$ cat config.mk
export PLATFORM = sky130hd
export DESIGN_NAME = uart_tx_fifo
export DESIGN_NICKNAME = d
export VERILOG_FILES = /design/src/rtl/uart_tx_fifo.sv
export SDC_FILE = /design/constraint.sdc
export NUM_CORES = 1
export LEC_CHECK = 0
export CORE_AREA = 2 2 109 101
export CTS_CLUSTER_SIZE = 24
export DETAILED_ROUTE_END_ITERATION = 16
export DIE_AREA = 0 0 111 103
export DONT_BUFFER_PORTS = 1
export GPL_TIMING_DRIVEN = 0
export PLACE_DENSITY_LB_ADDON = 0.15
export SLEW_MARGIN = 20
export SYNTH_ARGS = -nofsm -noshare
export SYNTH_HDL_FRONTEND = slang
export SYNTH_SLANG_ARGS = --single-unit
$ cat constraint.sdc
create_clock -name clk -period 3.1 [get_ports clk]
set_input_delay 0.93 -clock clk [delete_from_list [all_inputs] [get_ports clk]]
set_output_delay 0.93 -clock clk [all_outputs]
set_load 0.005 [all_outputs]
$ cat src/rtl/uart_tx_fifo.sv
// Buffered 8N1 UART transmitter: a small valid/ready FIFO feeding a baud-timed
// serializer that drains it back-to-back with no idle gap between frames.
module uart_tx_fifo #(
  parameter int unsigned CLKRATE  = 1_789_773,
  parameter int unsigned BAUDRATE = 9600,
  parameter int unsigned DEPTH    = 4
) (
  input  logic       clk,
  input  logic       rst_n,
  input  logic [7:0] tx_data,
  input  logic       tx_valid,
  output logic       tx_ready,
  output logic       tx,
  output logic       busy
);

  localparam int unsigned BAUD_DIV = CLKRATE / BAUDRATE;
  localparam int unsigned BW       = $clog2(BAUD_DIV + 1);
  localparam int unsigned PW       = $clog2(DEPTH);
  localparam int unsigned CW       = PW + 1;

  typedef enum logic [1:0] {S_IDLE, S_START, S_DATA, S_STOP} state_e;

  state_e          state_q, state_d;
  logic [BW-1:0]   baud_q, baud_d;
  logic [2:0]      bit_q, bit_d;
  logic [7:0]      shift_q, shift_d;
  logic            tx_q, tx_d;
  logic [PW-1:0]   wr_ptr_q, wr_ptr_d;
  logic [PW-1:0]   rd_ptr_q, rd_ptr_d;
  logic [CW-1:0]   count_q, count_d;
  logic            tx_ready_q, tx_ready_d;
  logic            busy_q, busy_d;
  logic [7:0]      mem_q [DEPTH];

  logic            push_c;
  logic            pop_c;
  logic            cell_end_c;
  logic            fifo_empty_c;

  assign push_c       = tx_valid && tx_ready_q;
  assign cell_end_c   = (baud_q == BW'(BAUD_DIV - 1));
  assign fifo_empty_c = (count_q == '0);

  assign tx       = tx_q;
  assign tx_ready = tx_ready_q;
  assign busy     = busy_q;

  // State register and all datapath flops
  always_ff @(posedge clk or negedge rst_n) begin
    if (!rst_n) begin
      state_q    <= S_IDLE;
      baud_q     <= '0;
      bit_q      <= '0;
      shift_q    <= '0;
      tx_q       <= 1'b1;
      wr_ptr_q   <= '0;
      rd_ptr_q   <= '0;
      count_q    <= '0;
      tx_ready_q <= 1'b1;
      busy_q     <= 1'b0;
    end else begin
      state_q    <= state_d;
      baud_q     <= baud_d;
      bit_q      <= bit_d;
      shift_q    <= shift_d;
      tx_q       <= tx_d;
      wr_ptr_q   <= wr_ptr_d;
      rd_ptr_q   <= rd_ptr_d;
      count_q    <= count_d;
      tx_ready_q <= tx_ready_d;
      busy_q     <= busy_d;
    end
  end

  // FIFO storage
  always_ff @(posedge clk or negedge rst_n) begin
    if (!rst_n) begin
      for (int i = 0; i < int'(DEPTH); i++) mem_q[i] <= '0;
    end else if (push_c) begin
      mem_q[wr_ptr_q] <= tx_data;
    end
  end

  // Next-state logic; pops happen on leaving IDLE or at the end of STOP
  always_comb begin
    state_d = state_q;
    pop_c   = 1'b0;
    case (state_q)
      S_IDLE: begin
        if (!fifo_empty_c) begin
          pop_c   = 1'b1;
          state_d = S_START;
        end
      end
      S_START: if (cell_end_c) state_d = S_DATA;
      S_DATA:  if (cell_end_c && bit_q == 3'd7) state_d = S_STOP;
      S_STOP: begin
        if (cell_end_c) begin
          if (!fifo_empty_c) begin
            pop_c   = 1'b1;
            state_d = S_START;
          end else begin
            state_d = S_IDLE;
          end
        end
      end
      default: state_d = S_IDLE;
    endcase
  end

  // Output/datapath logic; tx is derived from the current state and registered
  always_comb begin
    baud_d     = baud_q + BW'(1);
    bit_d      = bit_q;
    shift_d    = shift_q;
    tx_d       = 1'b1;
    wr_ptr_d   = wr_ptr_q + PW'(push_c);
    rd_ptr_d   = rd_ptr_q + PW'(pop_c);
    count_d    = count_q + CW'(push_c) - CW'(pop_c);

    if (pop_c || cell_end_c || state_q == S_IDLE) baud_d = '0;
    if (pop_c) shift_d = mem_q[rd_ptr_q];

    case (state_q)
      S_START: begin
        tx_d = 1'b0;
        if (cell_end_c) bit_d = '0;
      end
      S_DATA: begin
        tx_d = shift_q[0];
        if (cell_end_c) begin
          shift_d = shift_q >> 1;
          bit_d   = bit_q + 3'd1;
        end
      end
      default: tx_d = 1'b1;
    endcase

    tx_ready_d = (count_d != CW'(DEPTH));
    busy_d     = (state_d != S_IDLE) || (count_d != '0);
  end

endmodule

---- After elaboration in Yosys (flattened, before gate mapping) ----
Index checks and enable logic that the tools add are counted.
Widths: inputs -> output; s select.
cells by class
  mux-type cells .......................... 23
  add/subtract/negate cells ............... 6
  reductions and logical operators ........ 12
  bitwise logic cells ..................... 2
  equal/unequal tests ..................... 8
  order comparisons ....................... 3
operators with widths
  cell                 count
  $mux 8               7
  $bwmux 32            1
  $bmux 8 s2           1
  $demux 8 s2          1
  $add 8x1->8 const B  1
  $eq 8x8->1 const B   1
  $mux 2               4
  $pmux 2 s4           1
  $ge 3x3->1 const B   2
  $mux 3               2
  $not 2->3            2
  $pmux 3 s2           1
  $add 2x1->2          2
  $eq 2x2->1 const B   2
  $ne 2x2->1 const B   2
  $pmux 1 s2           2
  $reduce_bool 2->1    2
  $add 3x1->3          1
  $add 3x1->3 const B  1
  $eq 3x3->1 const B   1
  $logic_and 1x1->1    3
  $logic_not 3->1      1
  $logic_or 1x1->1     3
  $lt 3x1->1 const B   1
  7 further kinds      9
word-level totals
  bits of input ports ..................... 11
  output and inout port bits .............. 3
  bits in registers ....................... 63
  logic and storage cells ................. 68

---- Depth between registers and ports, before layout ----
Gate-level depths: netlist of run 1.
  word-level depth ........................ 7
  depth in mapped cells ................... 15
  gate-level depth less buffers ........... 13

---- Worst setup path after synthesis of run 1 ----
Ideal clock, no wire load.
  path type ............................... reg2reg
  from .................................... register baud_q[0]
  to ...................................... register busy_q, in the netlist busy
  cell stages (with the launch flop) ...... 15
  slack ................................... 444 ps
  period minus slack after synthesis ...... 2656 ps
  path buffers ............................ 2
  library setup time ...................... 139 ps
  arrival ................................. 2518 ps
  data required time ...................... 2961 ps
  cell sequence ........................... dfrtp_1 -> ha_1 -> and3b_1 -> buf_4 -> a31o_4 -> buf_6 -> nand2_4 -> xnor2_1 -> ha_1 -> inv_1 -> fa_1 -> xnor2_1 -> xnor2_1 -> nor3_1 -> o211ai_1
on the way
  word-level cells in the longest chain between the ends .. 6
  elaborated cells on any way between the ends .. 12
  those cells by class .................... add/sub (1); eq/ne (1); mux (6); reduce/logical (4)
ends and longest elaborated chain
  item                    line  text
  from (decl)             25    logic [BW-1:0] baud_q, baud_d;
  from (signal assigned)  64    baud_q <= baud_d;
  $eq 8x8->1              42    assign cell_end_c = (baud_q == BW'(BAUD_DIV - 1));
  $mux 1                  99    if (cell_end_c) begin
  $pmux 1 s2              89    case (state_q)
  $sub 3x1->3             120   count_d = count_q + CW'(push_c) - CW'(pop_c);
  via count_d[2]          31    logic [CW-1:0] count_q, count_d;
  $reduce_bool 3->1       141   busy_d = (state_d != S_IDLE) || (count_d != '0);
  $logic_or 1x1->1        141
  via busy_d              33    logic busy_q, busy_d;
  to (signal assigned)    72    busy_q <= busy_d;
  to (decl)               33
The timed path passes the listed nets, and every way through them passes these cells.
A chain may end at the register's enable or synchronous reset.

---- Worst setup path in the final report of run 1 ----
Same ends and word-level chain as after synthesis.

==> results.sh, run 1 <==
export IMPL_status="completed"
export IMPL_min_period_ns=2.86
export IMPL_yosys_cell_count_top_type="dfrtp_1"
export IMPL_drc=0
export IMPL_vdd_ir_drop_worst_v=0.000329
export IMPL_fill_cells=1026
export IMPL_power_density_nw_per_um2=787
export IMPL_cts_tree="yes"
export IMPL_setup_viol=0
export IMPL_cp_max_fo=10
export IMPL_grt_pass1_wl_microns=9740
export IMPL_synth_seq_cells=63
export IMPL_hold_path_class="input pin to asynchronous set/reset pin"
export IMPL_io_pin_count=14
export IMPL_area_growth_syn_to_layout_pct=15.0
export IMPL_clk_latency_ns=0.33
export IMPL_arrival_ns=3.06
export IMPL_ant_nets=0
export IMPL_ys_types=44
export IMPL_gp_congestion=0.721
export IMPL_cap_violations=0
export IMPL_netlist_instances=235
export IMPL_tightest_slew_ns=0.750
export IMPL_synth_edf_count=0
export IMPL_rr_startpoint="baud_q[0]$_DFF_PN0_"
export IMPL_nets=269
export IMPL_end_kind="flop"
export IMPL_yosys_warnings=0
export IMPL_synth_top_area_share=0.506
export IMPL_drt_pass1_iterations=4
export IMPL_startpoint_type="flop"
export IMPL_cts_made_buffers=9
export IMPL_hold_ws_ns=0.292
export IMPL_rsz0062_at_grt="false"
export IMPL_async_flop_share=1.00
export IMPL_synth_top_cell_by_area="dfrtp_1"
export IMPL_hold_violations=0
export IMPL_reg2reg_slack_ns=0.24
export IMPL_initial_core_util=0.290
export IMPL_vias=1824
export IMPL_h_tree_depth=3
export IMPL_syn_area_sq_um=3020
export IMPL_grt_pass1_vias=1876
export IMPL_dp_hpwl_microns=3810
export IMPL_crit_required_ns=3.30
export IMPL_core_area_sq_um=10400
export IMPL_synthTopCellsByArea="dfrtp_1 51%, mux2_2 12%, mux4_2 6.0%, ha_1 4.6%, nand3_1 2.3%"
export IMPL_post_route_period_util=0.922
export IMPL_slew_headroom=0.497
export IMPL_synthFlopType="dfrtp_1"
export IMPL_synth_avg_cell_area_sq_um=12.8
export IMPL_wl_per_cell_microns=15.2
export IMPL_rows=36
export IMPL_finalWirelength_microns=5850
export IMPL_worstSetupPathType="flop to flop"
export IMPL_yosysSeqAreaShare=0.523
export IMPL_clock_fmax_mhz=350
export IMPL_r2r_end="busy$_DFF_PN0_"
export IMPL_portBuffers=0
export IMPL_vias_per_cell=4.75
export IMPL_num_antenna_cells=0
export IMPL_fin_tns_setup_ns=0
export IMPL_fin_skew_ns=0.00944
export IMPL_dpl_cell_area_sq_um=3180
export IMPL_final_max_slew_viol_count=0
export IMPL_syn_nets=258
export IMPL_fp_dieH_microns=103
export IMPL_clk_path_buf_depth=2
export IMPL_dieArea_sq_um=11400
export IMPL_first_iter_violations=137
export IMPL_grt_overflow_total=0
export IMPL_root_buffer="clkbuf_16"
export IMPL_grt_use_total=0.112
export IMPL_grt_max_degree=64
export IMPL_finish_instance_area_sq_um=3470
export IMPL_drive_gt1_frac=0.303
export IMPL_synthTopCellsByCount="61 x dfrtp_1, 32 x mux2_2, 18 x nor2_1"
export IMPL_clkTransAtPathRegs_ns=0.06
export IMPL_antenna_found_initial=0
export IMPL_cts_sinks=63
export IMPL_p_leak_nw=1.49
export IMPL_die_w_microns=111
export IMPL_rr_worst_depth=14
==> cells by family after synthesis <==
group | count (synthesis) | synth area share
flops | 63 | 0.523
simple gates | 62 | 0.110
mux | 41 | 0.182
compound gates | 30 | 0.0718
buf+inv | 16 | 0.0278
fa+ha+maj | 12 | 0.0523
xor+xnor | 11 | 0.0319
==> cell type report <==
type / count / area (sq um) / area share
clock inverter: 6 / 42.5 / 0.0123
clock buffer: 10 / 239 / 0.0689
sequential: 63 / 1580 / 0.455
buffer: 8 / 53.8 / 0.0155
inverter: 8 / 30.0 / 0.00865
tap: 133 / 166 / 0.0480
multi-input combinational: 156 / 1360 / 0.392
==> registers in the layout (all words and copies together) (netlist names) <==
signal	count
shift_q	8
tx	1
wr_ptr_q	2
count_q	3
busy	1
state_q	2
rd_ptr_q	2
baud_q	8
tx_ready	1
bit_q	3
mem_q	32
==> worst max-delay path by stage <==
| stage | end | depth (start not counted) | startpoint |
|---|---|---|---|
| 2_1_floorplan | busy$_DFF_PN0_ | 14 | baud_q[0]$_DFF_PN0_ |
| 4_1_cts | busy$_DFF_PN0_ | 12 | state_q[0]$_DFF_PN0_ |
| 3_5_place_dp | busy$_DFF_PN0_ | 12 | state_q[0]$_DFF_PN0_ |
| 3_3_place_gp | busy$_DFF_PN0_ | 12 | state_q[0]$_DFF_PN0_ |
| 6_report | busy$_DFF_PN0_ | 14 | baud_q[0]$_DFF_PN0_ |
| 5_1_grt | busy$_DFF_PN0_ | 14 | baud_q[0]$_DFF_PN0_ |
==> worst max-delay path, cell delays in order, from the launching register on <==
cell and delay (ns):
dfrtp_1 0.41, ha_1 0.24, and3b_1 0.18, buf_4 0.16, a31o_4 0.24, buf_6 0.14
nand2_4 0.07, xnor2_1 0.12, ha_1 0.16, inv_1 0.05, fa_1 0.37, xnor2_1 0.15
xnor2_1 0.15, nor3_1 0.18, o211ai_1 0.11
==> stage by stage <==
step	total power [mW]	setup slack, ns	std cells	utilization
2_1_floorplan	1.68	0.444	235	-
3_3_place_gp	1.79	0.183	368	0.306
3_5_place_dp	1.80	0.197	368	0.306
4_1_cts	2.77	0.174	384	0.333
5_1_grt	2.90	0.0204	384	0.333
6_report	2.73	0.241	384	0.333
==> metal layers <==
| metal | vias up | GRT usage | part of all wire |
|---|---|---|---|
| met1 | 908 | 0.138 | 0.48 |
| met2 | 32 | 0.175 | 0.46 |
| met4 | 0 | 0.0625 | 0.018 |
| met3 | 10 | 0.0364 | 0.047 |
| met5 | - | 0 | 0 |
| li1 | 874 | - | - |
==> report_power, final <==
| part | leakage (nW) | internal (mW) | switching (mW) | total, mW |
|---|---|---|---|---|
| sequential | 0.768 | 1.08 | 0.131 | 1.21 |
| clock | 0.135 | 0.565 | 0.389 | 0.954 |
| combinational | 0.582 | 0.359 | 0.206 | 0.565 |
| total | 1.49 | 2.01 | 0.727 | 2.73 |
==> repair_timing <==
action / in CTS / in global routing
setup endpoints to repair: 0 / 1
hold buffers: 0 / 0
gates resized for setup: 0 / 1
setup buffers: 0 / 0
==> placed cells by master, fill, tap and decap left out, types with 4 or more instances in the layout <==
cell type	count
nand3_1	14
clkbuf_16	9
inv_1	7
mux4_2	8
buf_2	4
dfrtp_1	61
mux2_2	32
o21ai_0	10
nand2_1	10
nor2_1	18
xnor2_1	8
a31oi_1	7
ha_1	11
No activity file was read; power rests on OpenSTA's default activity.
==> run 2, diff against run 1 <==
- CORE_AREA: 2 2 109 101 -> 3 3 110 102
- CTS_BUF_LIST: unset -> sky130_fd_sc_hd__clkbuf_16
- CTS_CLUSTER_DIAMETER: unset -> 50
- DIE_AREA: 0 0 111 103 -> 0 0 113 105
==> run 2 against run 1 <==
Effect of this change:
- register-to-register slack is essentially flat
- clock power fell by 5.8%
- final cell count shrank 1.3%
- first-iteration DRC count fell by 55%
- via count shrank 0.55%
- non-clock buffer count is the same
- power decreased by 2.0%
- highest routed layer unchanged
- maximum frequency down 0.51%
==> results.sh, run 2 (same netlist as run 1, synthesis figures left out) <==
export IMPL_status="completed"
export IMPL_post_route_period_util=0.927
export IMPL_cap_violations=0
export IMPL_rr_worst_depth=14
export IMPL_largest_reg_flops=32
export IMPL_vias=1814
export IMPL_seq_power_share=0.453
export IMPL_slew_headroom=0.535
export IMPL_dieArea_sq_um=11900
export IMPL_grt_pass1_wl_microns=10100
export IMPL_cts_setup_buffers=0
export IMPL_clk_latency_ns=0.33
export IMPL_switchingPower_uw=705
export IMPL_area_growth_syn_to_layout_pct=14.3
export IMPL_p_leak_nw=1.48
export IMPL_clkTransAtPathRegs_ns=0.05
export IMPL_drt_pass1_iterations=4
export IMPL_postCtsHoldBufs=0
export IMPL_nets=269
export IMPL_end_kind="flop"
export IMPL_startpoint_type="flop"
export IMPL_wl_per_cell_microns=15.4
export IMPL_die_w_microns=113
export IMPL_grt_use_total=0.108
export IMPL_r2r_end="busy$_DFF_PN0_"
export IMPL_num_antenna_cells=0
export IMPL_setup_viol=0
export IMPL_h_tree_depth=3
export IMPL_tightest_slew_ns=0.693
export IMPL_crit_required_ns=3.29
export IMPL_register_area_sq_um=1580
export IMPL_arrival_ns=3.06
export IMPL_power_density_nw_per_um2=776
export IMPL_core_area_sq_um=10200
export IMPL_cp_max_fo=10
export IMPL_drc=0
export IMPL_portBuffers=0
export IMPL_grt_overflow_total=0
export IMPL_vdd_ir_drop_worst_v=0.000381
export IMPL_vias_per_cell=4.79
export IMPL_final_cell_mix="61 x dfrtp_1, 32 x mux2_2, 18 x nor2_1"
export IMPL_worstSetupPathType="flop to flop"
export IMPL_multi_input_area_sq_um=1360
export IMPL_finalWirelength_microns=5830
export IMPL_fp_dieH_microns=105
export IMPL_gp_congestion=0.712
export IMPL_hold_path_class="input pin to asynchronous set/reset pin"
export IMPL_fin_skew_ns=0.00635
export IMPL_dp_hpwl_microns=3870
export IMPL_sw_frac_of_total=0.263
export IMPL_drive_gt1_frac=0.296
export IMPL_top_register="mem_q"
export IMPL_cts_made_buffers=9
export IMPL_ant_nets=0
export IMPL_cts_sinks=63
export IMPL_hold_violations=0
export IMPL_clk_path_buf_depth=2
export IMPL_min_period_ns=2.87
export IMPL_grt_max_degree=64
export IMPL_io_pin_count=14
export IMPL_rr_startpoint="baud_q[0]$_DFF_PN0_"
export IMPL_fill_cells=1050
export IMPL_rows=35
export IMPL_root_buffer="clkbuf_16"
export IMPL_top_regs="mem_q: 32 flops, baud_q: 8 flops, shift_q: 8 flops"
export IMPL_initial_core_util=0.297
export IMPL_fin_tns_setup_ns=0
export IMPL_antenna_found_initial=0
export IMPL_cts_tree="yes"
export IMPL_final_common_cell="dfrtp_1"
export IMPL_clockPowerShare=0.336
export IMPL_p_total_mw=2.68
export IMPL_final_max_slew_viol_count=0
export IMPL_reg2reg_slack_ns=0.23
export IMPL_rsz0062_at_grt="false"
export IMPL_first_iter_violations=61
export IMPL_power_internal_mw=1.97
export IMPL_clock_fmax_mhz=348
export IMPL_p_comb_frac=0.212
export IMPL_grt_pass1_vias=1958
export IMPL_ctsResizeCount=0
## run 2: cell types whose count changed in the layout (fill, tap and decap cells not counted), sizes merged
cell / before / now
clkinvlp: 2 / 3
inv: 9 / 8
clkbuf: 10 / 9
## run 2: metal layers
| layer | wire length [microns] | track usage |
|---|---|---|
| met1 | 2780 | 0.133 |
| met2 | 2730 | 0.172 |
| met3 | 246 | 0.0417 |
| met4 | 69 | 0.0412 |
| met5 | 0 | 0 |
## run 2: through the flow
step	cell area [sq um]	setup slack, ns	utilization	instances	hold slack [ns]
3_5_place_dp	3180	0.202	0.313	364	0.489
5_1_grt	3450	0.0474	0.339	379	0.279
6_report	3450	0.226	0.339	379	0.299
4_1_cts	3440	0.178	0.339	379	0.280
2_1_floorplan	3020	0.444	-	235	0.454
3_3_place_gp	3180	0.196	0.313	364	0.485
## run 2: worst max-delay path, cell delays in order (launching register included)
cell	delay, ns
dfrtp_1	0.41
ha_1	0.22
and3b_1	0.18
buf_4	0.16
a31o_4	0.24
buf_6	0.14
nand2_4	0.07
xnor2_1	0.12
ha_1	0.16
inv_1	0.05
fa_1	0.37
xnor2_1	0.14
xnor2_1	0.16
nor3_1	0.20
o211ai_1	0.12
## run 2: cell type report
type                       count  share of cell area
multi-input combinational    156               0.394
clock inverter                 6              0.0116
sequential                    63               0.458
tap                          129              0.0468
inverter                       8             0.00871
buffer                         8              0.0156
clock buffer                   9              0.0653
## run 2: worst max-delay path by stage
stage	from	end	slack (ns)	cells after the start
after floorplan	baud_q[0]$_DFF_PN0_	busy$_DFF_PN0_	0.44	14
after global placement	state_q[0]$_DFF_PN0_	busy$_DFF_PN0_	0.20	12
after detailed placement	state_q[0]$_DFF_PN0_	busy$_DFF_PN0_	0.20	12
after CTS	state_q[0]$_DFF_PN0_	busy$_DFF_PN0_	0.18	12
after global routing	baud_q[0]$_DFF_PN0_	busy$_DFF_PN0_	0.05	14
final	baud_q[0]$_DFF_PN0_	busy$_DFF_PN0_	0.23	14
## run 2: power groups by stage
stage	registers (mW)	clock network (mW)	logic, mW
4_1_cts	1.22	0.937	0.578
2_1_floorplan	1.19	0	0.494
3_5_place_dp	1.23	0	0.576
6_report	1.21	0.899	0.567
5_1_grt	1.24	0.970	0.629
3_3_place_gp	1.22	0	0.567
==> run 3, diff against run 2 <==
- GPL_TIMING_DRIVEN: 0 -> unset
==> run 3 against run 2 <==
Effect of this change:
- die area stayed put
- final cell count is 0.79% lower
- count of clock-buffer cells in the layout stayed put
- non-clock buffer count is 4 lower
- first-iteration DRC count is 49% higher
- clock skew hardly changed
- worst hold slack better by 0.0036 ns
- clock power is 7.2% higher
- sequential power hardly changed
- critical endpoint unchanged
==> results.sh, run 3 (same netlist as run 1, synthesis figures left out) <==
export IMPL_status="completed"
export IMPL_clock_fmax_mhz=384
export IMPL_area_growth_syn_to_layout_pct=14.2
export IMPL_vias_per_cell=4.83
export IMPL_power_density_nw_per_um2=798
export IMPL_io_pin_count=14
export IMPL_grt_overflow_total=0
export IMPL_fill_cells=1031
export IMPL_portBuffers=0
export IMPL_nets=265
export IMPL_top_regs="mem_q: 32 flops, baud_q: 8 flops, shift_q: 8 flops"
export IMPL_clk_latency_ns=0.33
export IMPL_crit_required_ns=3.29
export IMPL_grt_pass1_wl_microns=10200
export IMPL_end_kind="flop"
export IMPL_grt_max_degree=64
export IMPL_ant_nets=0
export IMPL_cts_sinks=63
export IMPL_grt_pass1_vias=1932
export IMPL_fin_skew_ns=0.00619
export IMPL_pre_cts_ws_ns=0.377
export IMPL_hold_path_class="input pin to asynchronous set/reset pin"
export IMPL_rr_worst_depth=12
export IMPL_cap_violations=0
export IMPL_place_inst=360
export IMPL_finish_instance_area_sq_um=3440
export IMPL_crit_start="baud_q[0]$_DFF_PN0_"
export IMPL_dp_hpwl_microns=3870
export IMPL_arrival_ns=2.80
export IMPL_dpl_cell_area_sq_um=3150
export IMPL_die_w_microns=113
export IMPL_startpoint_type="flop"
export IMPL_post_route_period_util=0.840
export IMPL_gp_congestion=0.715
export IMPL_cp_max_fo=10
export IMPL_clk_path_buf_depth=2
export IMPL_vdd_ir_drop_worst_v=0.000343
export IMPL_root_buffer="clkbuf_16"
export IMPL_reg2reg_slack_ns=0.49
export IMPL_vias=1815
export IMPL_dieArea_sq_um=11900
export IMPL_slew_headroom=0.568
export IMPL_rsz0062_at_grt="false"
export IMPL_num_antenna_cells=0
export IMPL_worstSetupPathType="flop to flop"
export IMPL_top_register="mem_q"
export IMPL_antenna_found_initial=0
export IMPL_fin_cells=376
export IMPL_grt_use_total=0.111
export IMPL_fin_tns_setup_ns=0
export IMPL_hold_violations=0
export IMPL_finalWirelength_microns=5790
export IMPL_drt_pass1_iterations=4
export IMPL_cts_setup_buffers=0
export IMPL_min_period_ns=2.61
export IMPL_p_leak_nw=1.49
export IMPL_h_tree_depth=3
export IMPL_p_total_mw=2.75
export IMPL_layout_setup_ws_ns=0.495
export IMPL_rows=35
export IMPL_r2r_end="busy$_DFF_PN0_"
export IMPL_cts_made_buffers=9
export IMPL_clkTransAtPathRegs_ns=0.05
export IMPL_first_iter_violations=91
export IMPL_core_area_sq_um=10200
export IMPL_wl_per_cell_microns=15.4
export IMPL_drc=0
export IMPL_tightest_slew_ns=0.648
export IMPL_rr_startpoint="baud_q[0]$_DFF_PN0_"
export IMPL_final_max_slew_viol_count=0
export IMPL_drive_gt1_frac=0.291
export IMPL_final_common_cell="dfrtp_1"
export IMPL_ctsResizeCount=0
export IMPL_initial_core_util=0.297
export IMPL_largest_reg_flops=32
export IMPL_final_cell_mix="61 x dfrtp_1, 32 x mux2_2, 18 x nor2_1"
export IMPL_setup_viol=0
export IMPL_fp_dieH_microns=105
export IMPL_postCtsHoldBufs=0
export IMPL_cts_tree="yes"
==> run 3: cell types whose count changed in the layout (fill, tap and decap cells not counted), sizes merged <==
cell | previous run | this run
clkinv | 3 | 5
buf | 8 | 4
clkinvlp | 3 | 1
bufinv | 0 | 1
==> run 3: report_power, final <==
part	total [mW]	switching, mW	internal, mW
Sequential	1.23	0.143	1.08
Clock	0.964	0.350	0.615
Combinational	0.559	0.200	0.359
==> run 3: how the worst max path moves through the flow <==
| stage | endpoint | slack [ns] |
|---|---|---|
| 2_1_floorplan | busy$_DFF_PN0_ | 0.44 |
| 3_3_place_gp | busy$_DFF_PN0_ | 0.43 |
| 3_5_place_dp | busy$_DFF_PN0_ | 0.38 |
| 4_1_cts | busy$_DFF_PN0_ | 0.46 |
| 5_1_grt | busy$_DFF_PN0_ | 0.28 |
| 6_report | busy$_DFF_PN0_ | 0.49 |
==> run 3: area by class of cell <==
type                       instances  area, sq um  area share
inverter                           8         30.0     0.00872
multi-input combinational        156         1350       0.393
clock buffer                       9          225      0.0654
tap                              129          161      0.0469
clock inverter                     7         65.1      0.0189
timing repair buffer               4         30.0     0.00872
sequential                        63         1580       0.458
==> run 3: per-stage QoR <==
step                utilization  hold slack, ns
detailed placement        0.310           0.479
global route              0.339           0.276
finish                    0.339           0.302
global placement          0.310           0.473
floorplan                     -           0.454
CTS                       0.339           0.283
==> run 3: worst max-delay path: stages (launching register included) <==
cell	delay [ns]
dfrtp_1	0.40
ha_1	0.22
and3b_1	0.21
a31o_4	0.30
nand2_4	0.09
xnor2_1	0.12
ha_1	0.16
inv_1	0.04
fa_1	0.37
xnor2_1	0.14
xnor2_1	0.15
nor3_1	0.17
o211ai_1	0.11
==> run 3: layer usage <==
layer	global-route usage	vias up	wire length (microns)
met3	0.0446	7	229
li1	-	867	-
met5	0	-	0
met4	0.0438	0	87
met2	0.166	22	2680
met1	0.143	919	2790
